**config.mk**
```make
export PLATFORM = sky130hd
export DESIGN_NAME = path_delay_meter
export DESIGN_NICKNAME = d
export VERILOG_FILES = /design/src/rtl/path_delay_meter.sv
export SDC_FILE = /design/constraint.sdc
export NUM_CORES = 1
export LEC_CHECK = 0
export CAP_MARGIN = 10
export CORE_MARGIN = 1
export CORE_UTILIZATION = 57
export DETAILED_ROUTE_END_ITERATION = 8
export HOLD_SLACK_MARGIN = 0.08
export PLACE_DENSITY = 0.84
export SYNTH_ARGS = -nofsm -noshare
export SYNTH_HDL_FRONTEND = slang
export SYNTH_SLANG_ARGS = --single-unit
```
**constraint.sdc**
```tcl
create_clock -name clk -period 2.9 [get_ports clk]
set_input_delay 0.29 -clock clk [delete_from_list [all_inputs] [get_ports clk]]
set_output_delay 0.29 -clock clk [all_outputs]
set_load 0.01 [all_outputs]
```
**src/rtl/path_delay_meter.sv**
```systemverilog
// rtl/path_delay_meter.sv - launch/capture delay-path tester with optional worst-case arrival latency
// Optional latency measurement is enabled by defining PDM_LATENCY_EN.
module path_delay_meter #(
  parameter int TRIAL_W = 8,
  parameter int DLY_W   = 4
) (
  input  logic               clk,
  input  logic               rst,
  input  logic               start,
  input  logic [TRIAL_W-1:0] num_trials,
  input  logic [DLY_W-1:0]   capture_delay,
  output logic               path_input,
  input  logic               path_result,
  output logic               busy,
  output logic               done,
  output logic [TRIAL_W-1:0] fail_count,
  output logic [DLY_W-1:0]   max_latency
);

  typedef enum logic [2:0] {
    S_IDLE    = 3'd0,
    S_LAUNCH  = 3'd1,
    S_WAIT    = 3'd2,
    S_CAPTURE = 3'd3,
    S_DONE    = 3'd4
  } state_t;

  localparam logic [TRIAL_W-1:0] TRIAL_ONE = TRIAL_W'(1);
  localparam logic [DLY_W-1:0]   DLY_ONE   = DLY_W'(1);

  state_t             state, state_nxt;
  logic [TRIAL_W-1:0] trials_q;
  logic [TRIAL_W-1:0] trial_cnt;
  logic [DLY_W-1:0]   delay_q;
  logic [DLY_W-1:0]   wait_cnt;
  logic               res_q;
  logic               accept;
  logic               last_trial;
  logic               launch_go;

  assign accept     = (state == S_IDLE) && start;
  assign last_trial = ((trial_cnt + TRIAL_ONE) == trials_q);
  // path_input flips on entry to LAUNCH so the new level is already on the path during LAUNCH
  assign launch_go  = (accept && (num_trials != '0)) ||
                      ((state == S_CAPTURE) && !last_trial);

  always_ff @(posedge clk) begin
    if (rst) begin
      state <= S_IDLE;
    end else begin
      state <= state_nxt;
    end
  end

  always_comb begin
    state_nxt = state;
    case (state)
      S_IDLE:    if (start) state_nxt = S_LAUNCH;
      S_LAUNCH:  state_nxt = (trials_q == '0) ? S_DONE : S_WAIT;
      S_WAIT:    if (wait_cnt <= DLY_ONE) state_nxt = S_CAPTURE;
      S_CAPTURE: state_nxt = last_trial ? S_DONE : S_LAUNCH;
      S_DONE:    state_nxt = S_IDLE;
      default:   state_nxt = S_IDLE;
    endcase
  end

  always_comb begin
    busy = (state != S_IDLE);
    done = (state == S_DONE);
  end

  always_ff @(posedge clk) begin
    if (rst) begin
      path_input <= 1'b0;
      res_q      <= 1'b0;
      trials_q   <= '0;
      trial_cnt  <= '0;
      delay_q    <= '0;
      wait_cnt   <= '0;
      fail_count <= '0;
    end else begin
      res_q <= path_result;
      if (launch_go) begin
        path_input <= ~path_input;
      end
      case (state)
        S_IDLE: begin
          if (start) begin
            trials_q   <= num_trials;
            delay_q    <= (capture_delay == '0) ? DLY_ONE : capture_delay;
            trial_cnt  <= '0;
            fail_count <= '0;
          end
        end
        S_LAUNCH: wait_cnt <= delay_q;
        S_WAIT:   wait_cnt <= wait_cnt - DLY_ONE;
        S_CAPTURE: begin
          trial_cnt <= trial_cnt + TRIAL_ONE;
          if ((res_q != path_input) && (fail_count != '1)) begin
            fail_count <= fail_count + TRIAL_ONE;
          end
        end
        default: ;
      endcase
    end
  end

`ifdef PDM_LATENCY_EN
  logic [DLY_W-1:0] lat_cnt;
  logic [DLY_W-1:0] max_lat_q;
  logic [DLY_W-1:0] miss_lat;
  logic             arrived;

  // a trial that never arrives is charged one cycle beyond its capture window
  assign miss_lat    = (&delay_q) ? delay_q : (delay_q + DLY_ONE);
  assign max_latency = max_lat_q;

  always_ff @(posedge clk) begin
    if (rst) begin
      lat_cnt   <= '0;
      max_lat_q <= '0;
      arrived   <= 1'b0;
    end else begin
      case (state)
        S_IDLE: begin
          if (start) begin
            max_lat_q <= '0;
          end
        end
        S_LAUNCH: begin
          lat_cnt <= DLY_ONE;
          arrived <= 1'b0;
        end
        S_WAIT: begin
          if (lat_cnt != '1) begin
            lat_cnt <= lat_cnt + DLY_ONE;
          end
          if (!arrived && (res_q == path_input)) begin
            arrived <= 1'b1;
            if (lat_cnt > max_lat_q) begin
              max_lat_q <= lat_cnt;
            end
          end
        end
        S_CAPTURE: begin
          if (!arrived && (miss_lat > max_lat_q)) begin
            max_lat_q <= miss_lat;
          end
        end
        default: ;
      endcase
    end
  end
`else
  assign max_latency = '0;
`endif

endmodule

```
==> impl_metrics.ini, run 1 <==
[detailed_routing]
via_per_inst = 5.60
antenna_left = 0
drt_pass1_iterations = 4
drt-initial-drc-count = 120
wl_per_cell_um = 12.8
vias = 1729
route.detailed.drc = 0
wl_um = 3970

[timing]
slew_viol_final = 0
final.setup_skew_ps = 6.26
period_needed_ps = 2220
tns_ps = 0
grt_setup_unrepaired = false
setup_viol = 0
fmax_ghz = 0.450
max_slew.worst_pin.slew_ps = 547
finalCritPeriodShare = 0.767
hold_viol_final = 0
slew_headroom = 0.635
setup_ws_ps = 676

[worst_setup_path]
path_class = reg2reg
crit_start = trial_cnt[0]$_SDFFE_PP0P_
crit_arrival_ps = 2460
cp_max_fo = 9
start_kind = flop
worstPathRequired_ps = 3130
r2r_slack_ps = 680
r2r-end = path_input$_SDFFE_PP0P_
end_kind = flop
rr_worst_depth = 7
r2r-start = trial_cnt[0]$_SDFFE_PP0P_

[synth]
synth_edf_count = 0
ys_seq_area_frac = 0.378
synthDistinctLibCells = 54
async_flop_share = 0
syn_area_um2 = 1960
avgSynthCellArea_um2 = 8.06
netlist_top_cells_count = dfxtp_1, nand2_1, nor2_1
synth_area_leaders = dfxtp_1, a21oi_1, nand2_1
yosysWarnings = 0
synth_ff_type = dfxtp_1
synth.largest_area_cell = dfxtp_1
yosysMostFrequentCell = dfxtp_1
synth_seq_cells = 37
postSynthCellCount = 243
yosysTopAreaCellShare = 0.378

[power_and_ir_drop]
seqPwrFrac = 0.535
switchingPower_uw = 337
p_leak_uw = 0.000844
intPower_uw = 742
power_frac_comb = 0.238
peakVddDrop_mv = 0.352
pwr_density_cell_nw_per_um2 = 478
switching_share = 0.312
clkPwrFrac = 0.227

[placed_design]
pre_cts_slack_ps = 706
placedCellCount = 303
place.gp.congestion = 0.910
io_buffers = 26
hpwl_um = 2880

[die]
dieArea_um2 = 3670
rows = 20
initial_utilization = 0.621
core_area_um2 = 3150
dieWidth_um = 60.6
pin_count = 31
die_h_um = 60.6

[clock_tree]
cts_tree = done
cts_made_buffers = 5
cts_setup_buffers = 0
hold_buffers = 0
cts_resized = 0
cts-htree-levels = 2
cts.path.max_buffers = 2
ctsRootBufferMaster = clkbuf_4
clk_latency_ps = 340
path_clk_slew_ps = 100
clock_sinks = 37

[grt]
grt_pass1_wl_um = 6580
grt_max_degree = 19
overflow = 0
grtUsageTotal = 0.244
grt_pass1_vias = 1448
grt_antenna_before_repair = 0

[hold_path]
min_path_type = reg2reg
hold_start = delay_q[1]$_SDFFE_PP0P_
worstHoldPathCells = 2
whs_endpoint = delay_q[1]$_SDFFE_PP0P_

[cells_and_area]
area.growth.synth_to_final_pct = 15.2
fin_nets = 286
instances_no_fill = 309
nFillCells = 261
seq_area_um2 = 741
multi_input_area_um2 = 1120
diodes = 0
drive_gt1_frac = 0.0792

[outcome]
status = complete, no violations

[flow_run]
maxCapViolations = 0
## area by class of cell
type	count	area share
flip-flops and latches	37	0.328
clock buffers	5	0.0166
multi-input cells	189	0.498
repair buffers	28	0.122
well taps	44	0.0244
inverters	5	0.00832
clock inverters	1	0.00222
## kinds of logic (layout without fill, tap and decap cells)
| family | Yosys count | after routing | synth area share |
|---|---|---|---|
| AO/OA/AOI/OAI | 55 | 55 | 0.174 |
| other | 1 | 4 | 0.00192 |
| XOR/XNOR | 17 | 17 | 0.0760 |
| adder cells (fa/ha/maj) | 4 | 4 | 0.0256 |
| AND/OR/NAND/NOR | 105 | 105 | 0.268 |
| multiplexers | 4 | 4 | 0.0217 |
| buffers and inverters | 20 | 39 | 0.0537 |
| flip-flops | 37 | 37 | 0.378 |
## routing by layer
metal | GRT usage | share of wire | up-vias
met4 | 0.0779 | 0.012 | 0
met3 | 0.0640 | 0.047 | 7
met1 | 0.325 | 0.47 | 807
met2 | 0.386 | 0.47 | 35
met5 | 0 | 0 | -
li1 | - | - | 880
## per-stage QoR
stage	power, uW	hold slack [ps]	utilization	area [um^2]
after global routing	1140	475	0.715	2260
after floorplan	767	418	-	1970
after global placement	838	445	0.702	2210
after detailed placement	843	450	0.702	2210
after CTS	1090	466	0.715	2260
final	1080	462	0.715	2260
## how the worst max path moves through the flow
stage,end,slack [ps],cells after the start
finish,path_input$_SDFFE_PP0P_,680,7
global route,path_input$_SDFFE_PP0P_,500,7
CTS,path_input$_SDFFE_PP0P_,680,7
detailed placement,path_input$_SDFFE_PP0P_,710,7
global placement,path_input$_SDFFE_PP0P_,800,7
floorplan,path_input$_SDFFE_PP0P_,960,7
## cells in the final DEF (no fill, tap or decap), types with 7 or more instances in the layout
cell type        count
a21oi_1             27
clkdlybuf4s50_1     26
dfxtp_1             37
nand2_1             32
nand3_1              8
nor2_1              28
o21ai_0              8
xnor2_1              7
xor2_1              10
## sequential cells by signal (all words and copies together), names as in the netlist
name        cells
trial_cnt       8
trials_q        8
delay_q         4
res_q           1
fail_count      8
path_input      1
state           3
wait_cnt        4
## power by group through the flow
| stage | clock network, uW | registers [uW] | logic [uW] |
|---|---|---|---|
| 2_1_floorplan | 0 | 574 | 193 |
| 4_1_cts | 253 | 576 | 257 |
| 6_report | 245 | 577 | 257 |
| 5_1_grt | 276 | 583 | 285 |
| 3_5_place_dp | 0 | 587 | 255 |
| 3_3_place_gp | 0 | 587 | 251 |
## worst max-delay path: stages, from the launching register on
cell,delay (ps)
dfxtp_1,510
ha_1,330
nand3_2,170
xor2_1,200
mux2i_1,230
o2111ai_2,170
a21oi_2,180
mux2_1,320
(Power assumes the default switching activity.)
==> run 2, diff against run 1 <==
CORE_UTILIZATION = 48   (was 57)
PLACE_DENSITY = 0.75   (was 0.84)
clock period = 2 ns   (was 2.9 ns; I/O delays follow)
==> impl_metrics.ini, run 2 (synthesis results as in run 1) <==
[placed_design]
place_area_um2 = 2280
hpwl_um = 3140
io_buffers = 26
placedCellCount = 315
place.gp.congestion = 0.820

[cells_and_area]
seq_area_um2 = 747
instances_no_fill = 323
multi_input_area_um2 = 1140
area.growth.synth_to_final_pct = 23.4
final_cell_mix = nand2_1, dfxtp_1, nor2_1
postLayoutCoreUtil = 0.636
design_area_um2 = 2420
reg.largest.list = fail_count (8), trial_cnt (8), trials_q (8)
drive_gt1_frac = 0.131
fin_nets = 294
diodes = 0
nFillCells = 339

[worst_setup_path]
start_kind = flop
cp_max_fo = 2
crit_arrival_ps = 2110
crit_family = compound AO/OA/AOI/OAI gates
worstPathRequired_ps = 2180
path_class = reg2reg
end_kind = flop
crit_chain = ha_4 > xor2_1 > a211oi_1 > o2111a_1 > o2111ai_2 > a21oi_2 > mux2_1
critPathBufInv = 0
cpPeakStageDelay_ps = 340
cp_slowest_cell = dfxtp_2

[clock_tree]
cts_made_buffers = 5
cts.path.max_buffers = 2
cts_tree = done
path_clk_slew_ps = 80
hold_buffers = 0
clk_latency_ps = 290
cts-htree-levels = 2
clock_sinks = 37
ctsRootBufferMaster = clkbuf_8

[die]
rows = 22
pin_count = 31
dieArea_um2 = 4340
initial_utilization = 0.515
die_h_um = 65.9
dieWidth_um = 65.9
core_area_um2 = 3800

[grt]
overflow = 0
grtUsageTotal = 0.215
grt_antenna_before_repair = 0
grt_pass1_wl_um = 7020
grt_pass1_vias = 1506
grt_max_degree = 14

[timing]
setup_viol = 0
period_needed_ps = 1920
hold_slack_ps = 449
slew_headroom = 0.640
fmax_ghz = 0.520
final.setup_skew_ps = 5.49
hold_viol_final = 0
slew_viol_final = 0
finalCritPeriodShare = 0.961
max_slew.worst_pin.slew_ps = 535

[detailed_routing]
drt_pass1_iterations = 4
wl_per_cell_um = 13.2
wl_um = 4270
antenna_left = 0
route.met2.wl_um = 2030
route.met3.wl_um = 180
top_layer = met4
via_per_inst = 5.49
wl_met1_um = 2000
vias = 1774
route.detailed.drc = 0
drt-initial-drc-count = 115

[power_and_ir_drop]
finalPower_uw = 1880
peakVddDrop_mv = 0.563
pwr_density_cell_nw_per_um2 = 779
p_leak_uw = 0.000910

[hold_path]
min_path_type = in2reg

[flow_run]
maxCapViolations = 0

[outcome]
status = complete, no violations
run 2: power breakdown:
part	internal (uW)	switching, uW	total [uW]
combinational	185	208	393
sequential	783	52.7	836
clock	374	279	653
run 2: final timing paths:
kind                                                 from                 endpoint  slack, ps  cells after the start
worst max-delay path            trial_cnt[0]$_SDFFE_PP0P_  path_input$_SDFFE_PP0P_         80                      7
worst min-delay path                          path_result         res_q$_SDFF_PP0_        450                      2
worst max register to register  trial_cnt[0]$_SDFFE_PP0P_  path_input$_SDFFE_PP0P_         80                      7
worst min register to register    delay_q[3]$_SDFFE_PP0P_  delay_q[3]$_SDFFE_PP0P_        460                      2
run 2: metrics by stage:
step	setup slack, ps	TNS (ps)
2_1_floorplan	56.8	0
3_5_place_dp	19.4	0
3_3_place_gp	79.7	0
4_1_cts	4.56	0
5_1_grt	-19.0	-27.6
6_report	77.5	0
run 2: routing by layer:
metal,global-route usage,vias to the layer above
li1,-,902
met1,0.280,824
met2,0.343,43
met3,0.0379,5
met4,0.0951,0
met5,0,-
run 2: what timing repair did:
| item | in CTS | in global routing |
|---|---|---|
| buffers inserted | 0 | 0 |
| gates resized for setup | 0 | 9 |
| pin swaps | 1 | 3 |
| cloned | 0 | 0 |
| hold endpoints to repair | 0 | 0 |
| setup endpoints to repair | 1 | 3 |
run 2: area by class of cell:
cell class / instances / area share
Clock buffer: 6 / 0.0300
Clock inverter: 2 / 0.0161
Inverter: 5 / 0.00777
Multi-Input combinational cell: 189 / 0.473
Sequential cell: 37 / 0.309
Tap cell: 48 / 0.0249
Timing Repair Buffer: 36 / 0.139
==> edit 1 (flow settings as in run 2) <==
Add a define of `PDM_LATENCY_EN`.
--- a/src/rtl/path_delay_meter.sv
+++ b/src/rtl/path_delay_meter.sv
@@ -2,2 +2,4 @@
 // Optional latency measurement is enabled by defining PDM_LATENCY_EN.
+`define PDM_LATENCY_EN
+
 module path_delay_meter #(
Function: changed (Yosys sat finds a counterexample within 4 cycles, from zero or initial values and one cycle with rst high).
==> edit 1 against run 2 <==
The run now ends with negative setup slack left. Synthesized area rose by 35%. Wire length grew 52%. Clock power rose by 7.2%. Worst setup slack worse by 330 ps. Sequential cell count increased by 9. Power up 32%. Design area increased by 38%. Cell count up 38%. Highest routed layer unchanged. Critical path type unchanged.
==> edit 1: results (changes against run 2) <==
* Largest stage delay on the critical path at 360 ps (+20 ps)
* Layout Cells excl Fill at 447 (+38%)
* FF/Latch Area at 930 sq um (+24%)
* # diodes at 0 (unchanged)
* Die ar. at 5820 sq um (+34%)
* Pwr Density at 742 nW/um^2 (-4.8%)
* Net Sw Power at 0.772 mW (+43%)
* Number of global-route vias before repair at 2,381 (+58%)
* Synth top area cells: dfxtp_1 (35%), a21oi_1 (6.6%), ha_1 (6.6%), nor2_1 (6.1%), nand2_1 (5.2%)
* Met2 GRT Util at 0.371 (+0.0281)
* Signal buf overhead at 0.148 (+0.00953)
* Router iterations before antenna repair at 5 (+1)
* Share of layout cells above drive strength 1 at 0.146 (+0.0150)
* Fillers at 458 (+35%)
* WL per Instance at 14.5 um (+9.6%)
* Dpl cells at 439 (+39%)
* Routing usage on met3 at 0.0479 (+0.00997)
* Clk sinks at 46 (+24%)
* Clock-cell share of area at 0.0326 (-0.0135)
* Gpl congestion at 0.948 (+16%)
* Post-synthesis sequential area ratio at 0.347 (-0.0308)
* Failing checks: negative setup slack
* DR vias at 2,557 (+44%)
* Fraction of area in multi-input gates at 0.503 (+0.0300)
* Final WS setup at -256 ps (-333 ps)
* Area after DPL at 3200 sq um (+41%)
* Port bufs at 30 (+15%)
* Status: finished, violations left
* Initial DRC Count at 186 (+62%)
* Post-CTS sizing at 1 (+1)
* DR WL met2 at 3010 um (+48%)
* Met3 WL post-DR at 331 um (+84%)
* Largest net degree at the start of global routing at 25 (+11)
* Data arrival, critical path at 2440 ps (+330 ps)
* Metal-1 WL at 3040 um (+52%)
* Slew @ Worst Pin at 415 ps (-121 ps)
* Pre-CTS setup slack at -226 ps (-246 ps)
* Nets at 406 (+38%)
* Invs w/o clock at 10 (+5)
* First-pass GRT wire length at 10,700 um (+52%)
* Dpl hpwl at 4790 um (+53%)
* Highest metal used: met4
* Bufs w/o clock at 56 (+56%)
* Setup TNS at -984 ps (-984 ps)
* Clk_skew at 11.4 ps (+5.96 ps)
* Final instance area at 3340 sq um (+38%)
* Syn Inst Count at 328 (+35%)
* Worst path slowest cell: dfxtp_4
* Root Driver: clkbuf_8
* GRT met1 Usage at 0.297 (+0.0178)
* Max FO, Critical Path at 4 (+2)
* Synth unique cells at 57 (+5.6%)
* Static Leak at 1.28 nW (+41%)
* Combinational cell fraction of total power at 0.289 (+0.080)
* Sequential share of power at 0.429 (-0.015)
* Final setup viols at 4 (+4)
* Post-synth top cells: dfxtp_1 (46), nor2_1 (43), nand2_1 (37)
* Multi-input comb cells at 257 (+36%)
* Peak VDD IR at 433 uV (-23%)
* Total GRT Usage at 0.227 (+0.0127)
==> edit 1: kinds of logic (layout without fill, tap and decap cells) <==
logic type | count (synthesis) | after routing | share of synthesized area
xor gates and xnor gates | 15 | 15 | 0.0496
adders and majority gates | 14 | 14 | 0.0661
buffers and inverters | 25 | 74 | 0.0416
muxes | 4 | 4 | 0.0156
AOI/OAI and AO/OA | 84 | 84 | 0.212
DFF | 46 | 46 | 0.347
and+or+nand+nor | 140 | 140 | 0.267
==> edit 1: critical path, delay by kind of cell, from the launching register on <==
family,cells,cell delay (ps)
muxes,1,320
adders and majority gates,2,380
and+or+nand+nor,3,380
AOI/OAI and AO/OA,4,690
DFF,1,360
==> edit 1: final timing paths <==
path                            cells after the start              to  slack (ps)        start
worst max-delay path                               10  max_latency[2]        -260   delay_q[1]
worst min-delay path                                2           res_q         460  path_result
worst max register to register                     10  max_latency[2]        -260   delay_q[1]
worst min register to register                      2     trials_q[0]         490  trials_q[0]
==> edit 2 (settings of run 2) <==
Without the edit above. The 5 states of `state_t` get a one-hot encoding in 5 bits.
--- a/src/rtl/path_delay_meter.sv
+++ b/src/rtl/path_delay_meter.sv
@@ -19,8 +19,8 @@
 
-  typedef enum logic [2:0] {
-    S_IDLE    = 3'd0,
-    S_LAUNCH  = 3'd1,
-    S_WAIT    = 3'd2,
-    S_CAPTURE = 3'd3,
-    S_DONE    = 3'd4
+  typedef enum logic [4:0] {
+    S_IDLE    = 5'b00001,
+    S_LAUNCH  = 5'b00010,
+    S_WAIT    = 5'b00100,
+    S_CAPTURE = 5'b01000,
+    S_DONE    = 5'b10000
   } state_t;
Function: same outputs for any inputs over 10 cycles, from zero or initial values and one cycle with rst high; not proved beyond that.
==> edit 2 against run 2 <==
Sequential cell count increased by 2. Power decreased by 15%. Design area increased by 8.7%. Wire length increased by 7.8%. Synthesized area increased by 5.1%. Worst setup slack got worse by 59 ps. Synthesized cell count increased by 6.2%. Clock skew increased by 2.3 ps. Critical path type unchanged. Critical endpoint unchanged. Largest cell class unchanged.
==> edit 2: results (changes against run 2) <==
* Syn Area/Cell at 7.98 sq um (-1.0%)
* Synth unique cells at 48 (-11%)
* Met3 WL post-DR at 161 um (-11%)
* Post-synth top cells: dfxtp_1 (39), nand2_1 (36), a21oi_1 (27), nor2_1 (27), o21ai_0 (11)
* Pre-CTS setup slack at 2.64 ps (-16.8 ps)
* Largest net degree at the start of global routing at 34 (+20)
* Area after DPL at 2440 sq um (+7.2%)
* Final WS setup at 18.8 ps (-58.8 ps)
* DR WL met2 at 2170 um (+7.0%)
* Metal-1 WL at 2220 um (+11%)
* Routing usage on met3 at 0.0490 (+0.0111)
* GRT met1 Usage at 0.307 (+0.0272)
* Critical Path End: path_input
* Post-synthesis sequential area ratio at 0.379 (+0.00106)
* Vias per cell at 5.55 (+0.98%)
* Initial antenna violation count at 0 (unchanged)
* Clk_skew at 7.75 ps (+2.26 ps)
* Met2 GRT Util at 0.361 (+0.0183)
* Post-CTS Setup Bufs at 4 (+4)
* Dpl cells at 336 (+6.7%)
* Share of layout cells above drive strength 1 at 0.149 (+0.0177)
* Final setup viols at 0 (unchanged)
* Number of cells on the worst reg-to-reg path at 7 (unchanged)
* Port bufs at 26 (unchanged)
* Post-CTS sizing at 8 (+8)
* Hold slack final at 464 ps (+15.4 ps)
* Layout Cells excl Fill at 346 (+7.1%)
* Total GRT Usage at 0.232 (+0.0171)
* Initial DRC Count at 124 (+7.8%)
* WL per Instance at 13.3 um (+0.67%)
* Synth top area cells: dfxtp_1 (38%), a21oi_1 (6.6%), nand2_1 (6.6%), nor2_1 (4.9%), xnor2_1 (3.4%)
* Peak VDD IR at 540 uV (-4.0%)
* Worst path slowest cell: or4b_1
* Hold Crit Start: path_result
* First-pass GRT wire length at 8000 um (+14%)
* Net Sw Power at 0.439 mW (-19%)
* # diodes at 0 (unchanged)
* Nets at 315 (+7.1%)
* Static Leak at 0.954 nW (+4.8%)
* Max FO, Critical Path at 3 (+1)
* Data arrival, critical path at 2220 ps (+110 ps)
* CTS max path bufs at 2 (unchanged)
* Gpl congestion at 0.835 (+1.8%)
* CTS Buf Count at 5 (unchanged)
* Largest stage delay on the critical path at 510 ps (+170 ps)
* Number of global-route vias before repair at 1,774 (+18%)
* Grt peak-use layer: met2
* Status: complete, no violations
* Sink of the worst hold path: res_q
* Hold Crit Depth at 2 (unchanged)
* H-tree levels at 2 (unchanged)
* Dpl hpwl at 3300 um (+5.2%)
* Cell family with most CP delay: simple AND/OR/NAND/NOR gates
[edit 2: layout make-up]
class,instances,area [sq um]
well taps,50,62.6
clock inverters,1,5.00
inverters,5,18.8
multi-input cells,201,1280
fillers,350,1430
clock buffers,7,76.3
flip-flops and latches,39,792
repair buffers,43,390
[edit 2: kinds of logic after synthesis]
kind of cell / synth area share
AND/OR/NAND/NOR: 0.298
AO/OA/AOI/OAI: 0.183
flip-flops: 0.379
buffers and inverters: 0.0523
XOR/XNOR: 0.0553
adder cells (fa/ha/maj): 0.0243
other: 0.00182
multiplexers: 0.00547
[edit 2: power by group through the flow]
| stage | Sequential (mW) | Clock, mW | Combinational, mW |
|---|---|---|---|
| floorplan | 0.847 | 0 | 0.162 |
| global route | 0.842 | 0.563 | 0.281 |
| global placement | 0.855 | 0 | 0.240 |
| finish | 0.838 | 0.516 | 0.252 |
| CTS | 0.836 | 0.536 | 0.243 |
| detailed placement | 0.856 | 0 | 0.242 |
